$ cat config.mk
export PLATFORM = sky130hd
export DESIGN_NAME = ldl_hs_arbiter
export DESIGN_NICKNAME = d
export VERILOG_FILES = /design/src/rtl/ldl_hs_arbiter.sv
export SDC_FILE = /design/constraint.sdc
export NUM_CORES = 1
export LEC_CHECK = 0
export ABC_AREA = 1
export CORE_MARGIN = 3
export CORE_UTILIZATION = 35
export DETAILED_ROUTE_END_ITERATION = 6
export PLACE_DENSITY_LB_ADDON = 0.3
export SKIP_LAST_GASP = 1
export SYNTH_ARGS = -nofsm -noshare
export SYNTH_HDL_FRONTEND = slang
export SYNTH_SLANG_ARGS = --single-unit
$ cat constraint.sdc
create_clock -name clk -period 4.17 [get_ports clk]
set_clock_uncertainty 0.05 [all_clocks]
set_input_delay 0.6255 -clock clk [delete_from_list [all_inputs] [get_ports clk]]
set_output_delay 0.6255 -clock clk [all_outputs]
set_load 0.02 [all_outputs]
$ cat src/rtl/ldl_hs_arbiter.sv
// Round-robin arbiter that lends one async req/ack handshake channel to NREQ requesters,
// with a 2-flop ack synchronizer, a handshake timeout and a sticky error flag.
module ldl_hs_arbiter #(
    parameter int NREQ     = 4,
    parameter int TOUT_MAX = 255
) (
    input  logic            clk,
    input  logic            rstn,
    input  logic [NREQ-1:0] rq_i,
    output logic [NREQ-1:0] gnt_o,
    output logic [NREQ-1:0] done_o,
    output logic            req_o,
    input  logic            ack_i,
    output logic            busy_o,
    output logic            err_o,
    input  logic            err_clr_i
);

    localparam int              PW      = (NREQ > 1) ? $clog2(NREQ) : 1;
    localparam logic [7:0]      TMAX    = 8'(TOUT_MAX);
    localparam logic [PW-1:0]   PTR_RST = PW'(NREQ - 1);

    typedef enum logic [2:0] {IDLE, REQ, REL, DONE, TOUT} state_t;

    state_t          state, state_nx;
    logic            ack_m, ack_s;
    logic [7:0]      timer, timer_nx;
    logic [PW-1:0]   ptr, ptr_nx, win, win_nx, pick, cand;
    logic [NREQ-1:0] pick_oh, gnt_nx, done_nx;
    logic            req_nx, err_nx, found, tout_hit;

    // ack_i is asynchronous to clk; only ack_s may be looked at by the FSM
    always_ff @(posedge clk) begin
        if (!rstn) begin
            ack_m <= 1'b0;
            ack_s <= 1'b0;
        end else begin
            ack_m <= ack_i;
            ack_s <= ack_m;
        end
    end

    // Round-robin search starts just above the last completed winner
    always_comb begin
        pick_oh = '0;
        pick    = ptr;
        cand    = '0;
        found   = 1'b0;
        for (int i = 1; i <= NREQ; i++) begin
            cand = PW'((int'(ptr) + i) % NREQ);
            if (!found && rq_i[cand]) begin
                found         = 1'b1;
                pick          = cand;
                pick_oh       = '0;
                pick_oh[cand] = 1'b1;
            end
        end
    end

    assign tout_hit = (timer == TMAX);
    assign busy_o   = (state != IDLE);

    always_comb begin
        state_nx = state;
        gnt_nx   = gnt_o;
        done_nx  = '0;
        req_nx   = req_o;
        timer_nx = timer;
        ptr_nx   = ptr;
        win_nx   = win;
        err_nx   = err_clr_i ? 1'b0 : err_o;
        case (state)
            IDLE: begin
                if (found) begin
                    gnt_nx   = pick_oh;
                    win_nx   = pick;
                    req_nx   = 1'b1;
                    timer_nx = '0;
                    state_nx = REQ;
                end
            end
            REQ: begin
                if (ack_s) begin
                    req_nx   = 1'b0;
                    timer_nx = '0;
                    state_nx = REL;
                end else if (tout_hit) begin
                    gnt_nx   = '0;
                    req_nx   = 1'b0;
                    err_nx   = 1'b1;
                    state_nx = TOUT;
                end else begin
                    timer_nx = timer + 8'd1;
                end
            end
            REL: begin
                if (!ack_s) begin
                    done_nx  = gnt_o;
                    state_nx = DONE;
                end else if (tout_hit) begin
                    gnt_nx   = '0;
                    req_nx   = 1'b0;
                    err_nx   = 1'b1;
                    state_nx = TOUT;
                end else begin
                    timer_nx = timer + 8'd1;
                end
            end
            DONE: begin
                gnt_nx   = '0;
                ptr_nx   = win;
                state_nx = IDLE;
            end
            TOUT: begin
                // A timed-out owner does not advance the pointer, so it is served next again
                if (!ack_s) state_nx = IDLE;
            end
            default: state_nx = IDLE;
        endcase
    end

    always_ff @(posedge clk) begin
        if (!rstn) state <= IDLE;
        else       state <= state_nx;
    end

    always_ff @(posedge clk) begin
        if (!rstn) begin
            gnt_o  <= '0;
            done_o <= '0;
            req_o  <= 1'b0;
            timer  <= '0;
            ptr    <= PTR_RST;
            win    <= PTR_RST;
            err_o  <= 1'b0;
        end else begin
            gnt_o  <= gnt_nx;
            done_o <= done_nx;
            req_o  <= req_nx;
            timer  <= timer_nx;
            ptr    <= ptr_nx;
            win    <= win_nx;
            err_o  <= err_nx;
        end
    end

endmodule

==> impl_metrics.csv, run 1 <==
group,metric,value,unit
run_status,status,"finished, final reports clean",
floorplanning,die_area,0.00641,mm^2
critical_path,critPathLaunch,"ptr[1]",
synthesis,syn_nets,292,
timing,worst_slack,1.79,ns
cts,clockBufferDepth,2,
synthesis,ys_top_cells_by_count,"nand2_1 (65), nand3_1 (45), dfxtp_1 (27)",
critical_path,path_cells,"inv_1 > ha_1 > inv_1 > nand3_4 > nand2_4 > nand3_4 > nor2_4 > nand2_4 > nand2_4 > nand2_1 > o21ai_1 > nor2_1",
timing,finalMaxSlewViolations,0,
critical_path,critical_path.max_stage_delay,0.53,ns
layout,layout-drive-gt1-share,15.7,%
detailed_routing,met3WireLength,86,um
synthesis,synth_most_common_cell,"nand2_1",
synthesis,syn_area_per_cell,6.96,um^2
cts,clkLatencyLatePin,0.27,ns
detailed_routing,ant_nets,0,
timing,tns,0,ns
place,place_ws,1.78,ns
critical_path,crit_path_frequent_cell,"nand2_4",
timing,rsz0062_at_grt,"no",
timing,relSlewSlack,61.2,%
synthesis,seq_area_frac_synth,28.1,%
run,cap_violations,0,
detailed_routing,drcViolationCount,0,
synthesis,synth_largest_area_cell,"dfxtp_1",
synthesis,syn-cell-area,0.00192,mm^2
global_routing,antenna_found_initial,0,
synthesis,synth_ff_type,"dfxtp_1",
pwr,power.density,296,mW/mm^2
layout,final_cell_area,0.00220,mm^2
timing,finalHoldViolations,0,
floorplanning,fp.dieH,80.1,um
synthesis,synth_edf_count,0,
place,place_congestion,0.803,
critical_path,endpoint_kind,"flop",
synthesis,yosysUniqueCellTypes,32,
synthesis,ys_ff_latch,27,
detailed_routing,first_pass_iters,4,
worst_hold_path,min_to,"ack_s",
place,io_buffers,18,
floorplanning,core,0.00520,mm^2
layout,final_util,42.3,%
critical_path,required,4.27,ns
place,hpwlAfterDp,3260,um
cts,cts_tree,"done",
cts,cts_root_buf,"clkbuf_8",
global_routing,grt_usage,13.6,%
pwr,p_leak,0.000941,uW
detailed_routing,drt_iter0_drc,93,
synthesis,postSynthCellCount,276,
synthesis,synth_top_cell_area_share,28.1,%
detailed_routing,top_layer_used,"met4",
detailed_routing,met2_length,2120,um
timing,setup_viol,0,
worst_hold_path,hold_depth,2,
floorplanning,initial_core_util,36.9,%
cts,clock-sinks,27,
timing,fin_crit_sh,57.0,%
critical_path,reg2reg_from,"ptr[1]",
critical_path,cp_slowest_cell,"dfxtp_1",
layout,area_delta_synth_final,14.5,%
critical_path,r2r_slack,1.79,ns
timing,worst_hold_slack,0.370,ns
critical_path,crit_buf_inv,2,
cts,cts_setup_buffers,0,
global_routing,first_global_vias,1681,
global_routing,overflow,0,
cts,cts-buffers-inserted,3,
global_routing,grt_max_degree,19,
critical_path,startpoint_type,"flop",
detailed_routing,wirelength,4110,um
floorplanning,die_w,80.1,um
critical_path,r2r_cells,12,
layout,antenna_cells,0,
place,dpl_cell_area,0.00215,mm^2
critical_path,critPathMaxFanout,15,
worst_hold_path,hold_start,"ack_m",
cts,clkTransAtPathRegs,0.09,ns
synthesis,synth_warnings,0,
timing,fin_crit,2.38,ns
cts,cts_max_level,1,
detailed_routing,wl_met1,1840,um
timing,max_freq,0.421,GHz
synthesis,synth.area.top_cells,"dfxtp_1 (28%), nand2_1 (13%), nand3_1 (12%), ha_1 (5.2%), inv_1 (4.7%)",
synthesis,async_reset_ff_share,0,%
worst_hold_path,hold_class,"flop to flop",
critical_path,crit_family,"simple AND/OR/NAND/NOR gates",
floorplanning,ios,19,
global_routing,grt_pass1_wl,7050,um
cts,cts_resized,0,
pwr,peakVddDrop,0.136,mV
detailed_routing,avgViaCountPerCell,4.92,
floorplanning,num_rows,26,
layout,final_nets,310,
cts,ctsHoldBuffers,0,
detailed_routing,routedWlPerCell,11.3,um
timing,tightest_slew,0.578,ns
critical_path,critical_path_arrival,2.48,ns
critical_path,worst-setup-path-type,"flop to flop",
critical_path,worstReg2RegEnd,"timer[6]",
detailed_routing,vias,1787,
==> metal layers <==
layer	global-route usage (%)	vias to the layer above
met5	0	-
met3	1.68	7
met4	4.73	0
met2	25.2	17
met1	15.9	808
li1	-	955
==> sequential cells by signal, indices dropped and copies added (netlist names), 2 cells and up <==
signal / flops
state: 3
win: 2
done_o: 4
ptr: 2
gnt_o: 4
timer: 8
==> worst max-delay path by stage <==
stage	depth (start not counted)	to	slack [ns]
after CTS	12	timer[6]	1.77
after global placement	9	gnt_o[0]	1.81
after floorplan	13	timer[6]	2.08
final	12	timer[6]	1.79
after detailed placement	11	timer[6]	1.78
after global routing	10	gnt_o[1]	1.56
==> logic make-up after synthesis <==
kind of cell               Yosys count  share of synthesized area (%)
buffers and inverters               37                           8.47
xor gates and xnor gates             1                          0.456
adders and majority gates            8                           5.21
DFF                                 27                           28.1
and+or+nand+nor                    164                           45.3
AOI/OAI and AO/OA                   39                           12.4
==> cell usage in the layout, fill, tap and decap left out <==
cell type / synthesis / routed
xor2_1: 1 / 1
clkinvlp_4: 0 / 1
clkdlybuf4s50_1: 0 / 18
nor3_4: 2 / 2
nand3b_1: 4 / 4
a31oi_1: 1 / 1
clkinv_1: 1 / 1
nand3_4: 3 / 3
dfxtp_1: 27 / 27
o21ai_1: 2 / 2
clkinv_4: 1 / 1
nor2_4: 1 / 1
nand2_4: 6 / 6
nand3_2: 1 / 1
o21ai_0: 9 / 9
o21bai_1: 1 / 1
ha_1: 8 / 8
nor2_2: 2 / 2
o211ai_1: 3 / 3
a21oi_2: 6 / 6
o211a_1: 1 / 1
nand2_1: 65 / 65
nor2_1: 12 / 12
nor3_1: 3 / 3
nand2_2: 13 / 13
inv_1: 24 / 24
nand4_1: 7 / 7
clkbuf_8: 0 / 3
o21ai_2: 1 / 1
a21oi_1: 15 / 15
inv_2: 6 / 6
nand3_1: 45 / 45
==> report_power, final <==
part | total [uW] | switching (uW) | internal, uW | leakage, uW
logic | 202 | 128 | 73.9 | 0.000699
registers | 298 | 21.0 | 277 | 0.000220
clock network | 151 | 83.1 | 67.8 | 0.0000217
total | 651 | 232 | 419 | 0.000941
==> per-stage QoR <==
stage,std cells,power (uW)
finish,363,651
detailed placement,359,508
floorplan,276,462
global route,363,696
global placement,359,505
CTS,363,657
==> worst reg2reg max path, cell delays in order (launching register included) <==
cell and delay, ns:
dfxtp_1 0.53, inv_1 0.21, ha_1 0.40, inv_1 0.14, nand3_4 0.11, nand2_4 0.17
nand3_4 0.10, nor2_4 0.12, nand2_4 0.10, nand2_4 0.16, nand2_1 0.07, o21ai_1 0.07
nor2_1 0.05
==> area by class of cell <==
class	count	area (um^2)
Fill cell	568	3010
Multi-Input combinational cell	212	1220
Sequential cell	27	541
Timing Repair Buffer	18	180
Inverter	32	125
Tap cell	70	87.6
Clock buffer	3	41.3
Clock inverter	1	7.51
Note: power is estimated with default switching activity, not from simulation.
==> run 2, diff against run 1 <==
- clock period: 4.17 -> 2.45 ns (I/O delays scaled with it)
==> run 2 against run 1 <==
Against the previous run: worst hold slack improved by 0.0018 ns; sequential share of layout area is 0.41 points lower; sequential power increased by 69%; clock-buffer cell count is the same; worst setup slack worse by 1.4 ns; die area stayed put; combinational power grew 76%; cell count is 1.4% higher; global-route usage up 0.89 points; largest cell class unchanged; highest routed layer unchanged.
==> impl_metrics.csv, run 2 (synthesized netlist as in run 1, its figures left out) <==
group,metric,value,unit
run_status,status,"finished, final reports clean",
cts,clkTransAtPathRegs,0.10,ns
floorplanning,die_area,0.00641,mm^2
layout,regMostFlops,"timer",
global_routing,first_global_vias,1700,
critical_path,worstReg2RegEnd,"timer[0]",
critical_path,reg2reg_from,"timer[0]",
cts,clkLatencyLatePin,0.27,ns
pwr,clkPwrFrac,23.2,%
floorplanning,num_rows,26,
layout,final_nets,315,
critical_path,crit_family,"simple AND/OR/NAND/NOR gates",
place,place_congestion,0.870,
cts,cts_resized,0,
critical_path,crit_path_frequent_cell,"nand2_1",
detailed_routing,first_pass_iters,5,
detailed_routing,avgViaCountPerCell,4.98,
detailed_routing,drcViolationCount,0,
critical_path,path_cells,"ha_1 > nand2_1 > nor2_2 > nand2_1 > nand2_1 > nand3_1 > o21ai_0 > nand3_1 > a21oi_2",
floorplanning,initial_core_util,36.9,%
timing,tightest_slew,0.447,ns
critical_path,required,2.62,ns
pwr,power_frac_comb,31.8,%
floorplanning,ios,19,
floorplanning,core,0.00520,mm^2
cts,cts_tree,"done",
global_routing,gr-usage-met1,18.4,%
global_routing,grt_max_degree,17,
cts,cts_setup_buffers,0,
critical_path,critical_path_arrival,2.21,ns
place,io_buffers,18,
critical_path,crit_buf_inv,0,
cts,cts-buffers-inserted,3,
place,dpl_cell_area,0.00219,mm^2
timing,fin_crit,2.04,ns
critical_path,r2r_slack,0.41,ns
critical_path,cp_slowest_cell,"dfxtp_1",
critical_path,r2r_cells,9,
pwr,p_leak,0.000965,uW
worst_hold_path,hold_class,"flop to flop",
cts,clock-sinks,27,
layout,largest_reg_flops,8,
floorplanning,die_w,80.1,um
pwr,total_power,1120,uW
cts,cts_root_buf,"clkbuf_8",
critical_path,critical_path.max_stage_delay,0.42,ns
global_routing,grtUsageMet3,2.02,%
layout,antenna_cells,0,
worst_hold_path,hold_depth,2,
cts,cts_max_level,1,
layout,top_regs,"timer (8), done_o (4), gnt_o (4)",
timing,finalMaxSlewViolations,0,
critical_path,critPathMaxFanout,11,
detailed_routing,drt_iter0_drc,88,
layout,layout-drive-gt1-share,17.1,%
global_routing,met2_usage,24.7,%
layout,final_common_cell,"nand2_1",
timing,finalHoldViolations,0,
pwr,peakVddDrop,0.197,mV
pwr,switching_share,35.9,%
global_routing,busiest_layer,"met2",
detailed_routing,routedWlPerCell,11.4,um
cts,clockBufferDepth,2,
critical_path,startpoint_type,"flop",
detailed_routing,wirelength,4210,um
layout,final_cell_mix,"nand2_1 (65), nand3_1 (45), dfxtp_1 (27)",
timing,max_freq,0.491,GHz
critical_path,worst-setup-path-type,"flop to flop",
worst_hold_path,min_to,"ack_s",
timing,fin_crit_sh,83.2,%
timing,worst_hold_slack,0.372,ns
layout,final_cell_area,0.00224,mm^2
pwr,intPower,716,uW
pwr,p_sw,402,uW
global_routing,antenna_found_initial,0,
critical_path,endpoint_kind,"flop",
place,hpwlAfterDp,3300,um
critical_path,cp.depth,9,
layout,final_util,43.0,%
timing,tns,0,ns
timing,setup_viol,0,
run,cap_violations,0,
global_routing,grt_usage,14.5,%
worst_hold_path,hold_start,"ack_m",
detailed_routing,ant_nets,0,
timing,rsz0062_at_grt,"no",
global_routing,grt_pass1_wl,7530,um
global_routing,overflow,0,
timing,relSlewSlack,70.0,%
detailed_routing,vias,1833,
pwr,power.density,500,mW/mm^2
floorplanning,fp.dieH,80.1,um
pwr,power_frac_seq,45.0,%
layout,area_delta_synth_final,16.5,%
cts,ctsHoldBuffers,0,
run 2: cell types whose count changed in the layout (fill, tap and decap cells not counted):
| cell | change |
|---|---|
| buf_4 | +5 |
run 2: worst min-delay path: cells and delay by family, from the launching register on:
family / cells / cell delay, ns
and+or+nand+nor: 1 / 0.05
DFF: 1 / 0.32
buffers and inverters: 1 / 0.04
run 2: cell type report:
type | instances | area (um^2)
fillers | 543 | 2970
multi-input cells | 212 | 1220
repair buffers | 23 | 218
inverters | 32 | 125
flip-flops and latches | 27 | 541
clock inverters | 1 | 7.51
well taps | 70 | 87.6
clock buffers | 3 | 41.3
run 2: how the worst max path moves through the flow:
stage | end | slack, ns | from
after floorplan | timer[6] | 0.36 | ptr[0]
after global placement | timer[7] | 0.39 | rq_i[0]
after detailed placement | timer[7] | 0.34 | rq_i[0]
after CTS | timer[1] | 0.43 | timer[0]
after global routing | timer[1] | 0.19 | timer[0]
final | timer[0] | 0.41 | timer[0]
run 2: power by group through the flow:
| stage | registers [uW] | logic [uW] | clock network (uW) |
|---|---|---|---|
| 4_1_cts | 503 | 358 | 269 |
| 2_1_floorplan | 521 | 265 | 0 |
| 3_5_place_dp | 513 | 356 | 0 |
| 5_1_grt | 509 | 401 | 290 |
| 3_3_place_gp | 513 | 353 | 0 |
| 6_report | 503 | 355 | 260 |
run 2: through the flow:
stage / setup slack (ns) / instances
6_report: 0.412 / 368
5_1_grt: 0.189 / 368
4_1_cts: 0.427 / 368
3_5_place_dp: 0.339 / 364
3_3_place_gp: 0.389 / 364
2_1_floorplan: 0.364 / 276
run 2: metal layers:
layer  up-vias  wire length (um)
li1        966                 -
met1       822              1850
met2        39              2110
met3         6               170
met4         0                80
met5         -                 0
==> RTL edit, RTL diff (flow settings as in run 2) <==
The parameter `TOUT_MAX` goes from 255 to 127.
--- a/src/rtl/ldl_hs_arbiter.sv
+++ b/src/rtl/ldl_hs_arbiter.sv
@@ -3,5 +3,5 @@
 module ldl_hs_arbiter #(
     parameter int NREQ     = 4,
-    parameter int TOUT_MAX = 255
+    parameter int TOUT_MAX = 127
 ) (
     input  logic            clk,
Check against the original RTL: no difference found for any inputs over 10 cycles, from zero or initial values and one cycle with rstn low; that may be too few to reach the edited logic, so the function may still have changed.
==> RTL edit against run 2 <==
  * Sequential cell count unchanged
  * Core utilization rose by 1.2 points
  * Wire length decreased by 2.9%
  * Worst setup slack got worse by 0.16 ns
  * Cell count grew 0.54%
  * Synthesized cell count up 1.8%
  * Combinational power fell by 5.9%
  * Design area shrank 3.5%
  * Total power decreased by 3.5%
  * Via count is 0.60% lower
  * Synthesized area shrank 4.7%
  * Critical endpoint is now timer[4]$_SDFFE_PN0P_
  * Largest cell class unchanged
  * Highest routed layer unchanged
==> RTL edit: results (changes against run 2) <==
stage	metric	value	unit	change
layout	drive_gt1_share	11.6	%	-5.6 points
worst_setup_path	rrSetupSlack	0.26	ns	-0.16 ns
run_status	status	finished clean		
worst_setup_path	critPathSlowestCell	dfxtp_2		
route	wl	4090	µm	-2.9%
global_route	track_usage	13.9	%	-0.63 points
clock_tree	clk_pin_slew	0.09	ns	
route	via_per_inst	4.92		-1.1%
route	wl_met1	2050	µm	+11%
global_route	grt_pass1_vias	1590		-6.5%
pwr	power_switching	0.374	mW	-6.9%
layout	final_nets	320		+1.6%
global_route	grt_use_met3	2.98	%	+0.96 points
synth	synthArstFlopShare	0	%	unchanged
synth	synth_cell_types	27		-16%
worst_setup_path	worst-path-max-fanout	15		+4
worst_setup_path	r2r_cells	11		+2
synth	yosys-top-cells-count	74 x nand2_1, 44 x nand3_1, 27 x dfxtp_1, 27 x inv_1, 21 x nor2_1		
pwr	peakVddDrop	0.306	mV	+55%
synth	synth.avg_cell_area	6.51	µm²	-6.4%
placement	gp_congestion	0.850		-2.2%
global_route	grtUsageMet2	22.9	%	-1.7 points
global_route	grt_pass1_wl	7020	µm	-6.8%
route	wl_met3	191	µm	+12%
pwr	internal_power	0.705	mW	-1.5%
worst_setup_path	cp.arrival	2.34	ns	+0.13 ns
synth	seq_area_frac_synth	29.5	%	+1.4 points
worst_setup_path	crit_end	timer[4]$_SDFFE_PN0P_		
route	post_drt_wl_per_cell	11.0	µm	-3.4%
synth	synth_area_leaders	dfxtp_1 30%, nand2_1 15%, nand3_1 12%		
placement	dp.cells	366		+0.55%
route	drt_iter0_markers	144		+64%
placement	dp_hpwl	3150	µm	-4.4%
route	first_pass_iters	4		-1
pwr	p_leak	0.912	nW	-5.5%
route	wl_met2	1800	µm	-15%
sta	relSlewSlack	66.8	%	-3.1 points
global_route	grt_max_degree	16		-1
pwr	combPwrFrac	31.0	%	-0.8 points
[RTL edit: layout make-up]
class	count	area [µm²]
clock inverter	1	5.00
sequential	27	542
clock buffer	3	41.3
tap	67	83.8
multi-input combinational	217	1140
fill	528	2720
inverter	30	113
timing repair buffer	25	233
[RTL edit: per-stage QoR]
step / cell area (µm²) / hold WS [ns] / worst slack [ns]
2_1_floorplan: 1830 / 0.340 / 0.376
3_5_place_dp: 2110 / 0.361 / 0.168
6_report: 2160 / 0.377 / 0.256
5_1_grt: 2160 / 0.404 / 0.0310
4_1_cts: 2160 / 0.382 / 0.150
3_3_place_gp: 2110 / 0.349 / 0.259
[RTL edit: cell families (layout without fill, tap and decap cells)]
kind of cell	count (synthesis)	in the layout	share of synthesized area (%)
simple gates	173	173	45.1
fa+ha+maj	8	8	5.47
buf+inv	37	59	8.13
flops	27	27	29.5
xor+xnor	1	1	0.479
compound gates	35	35	11.3
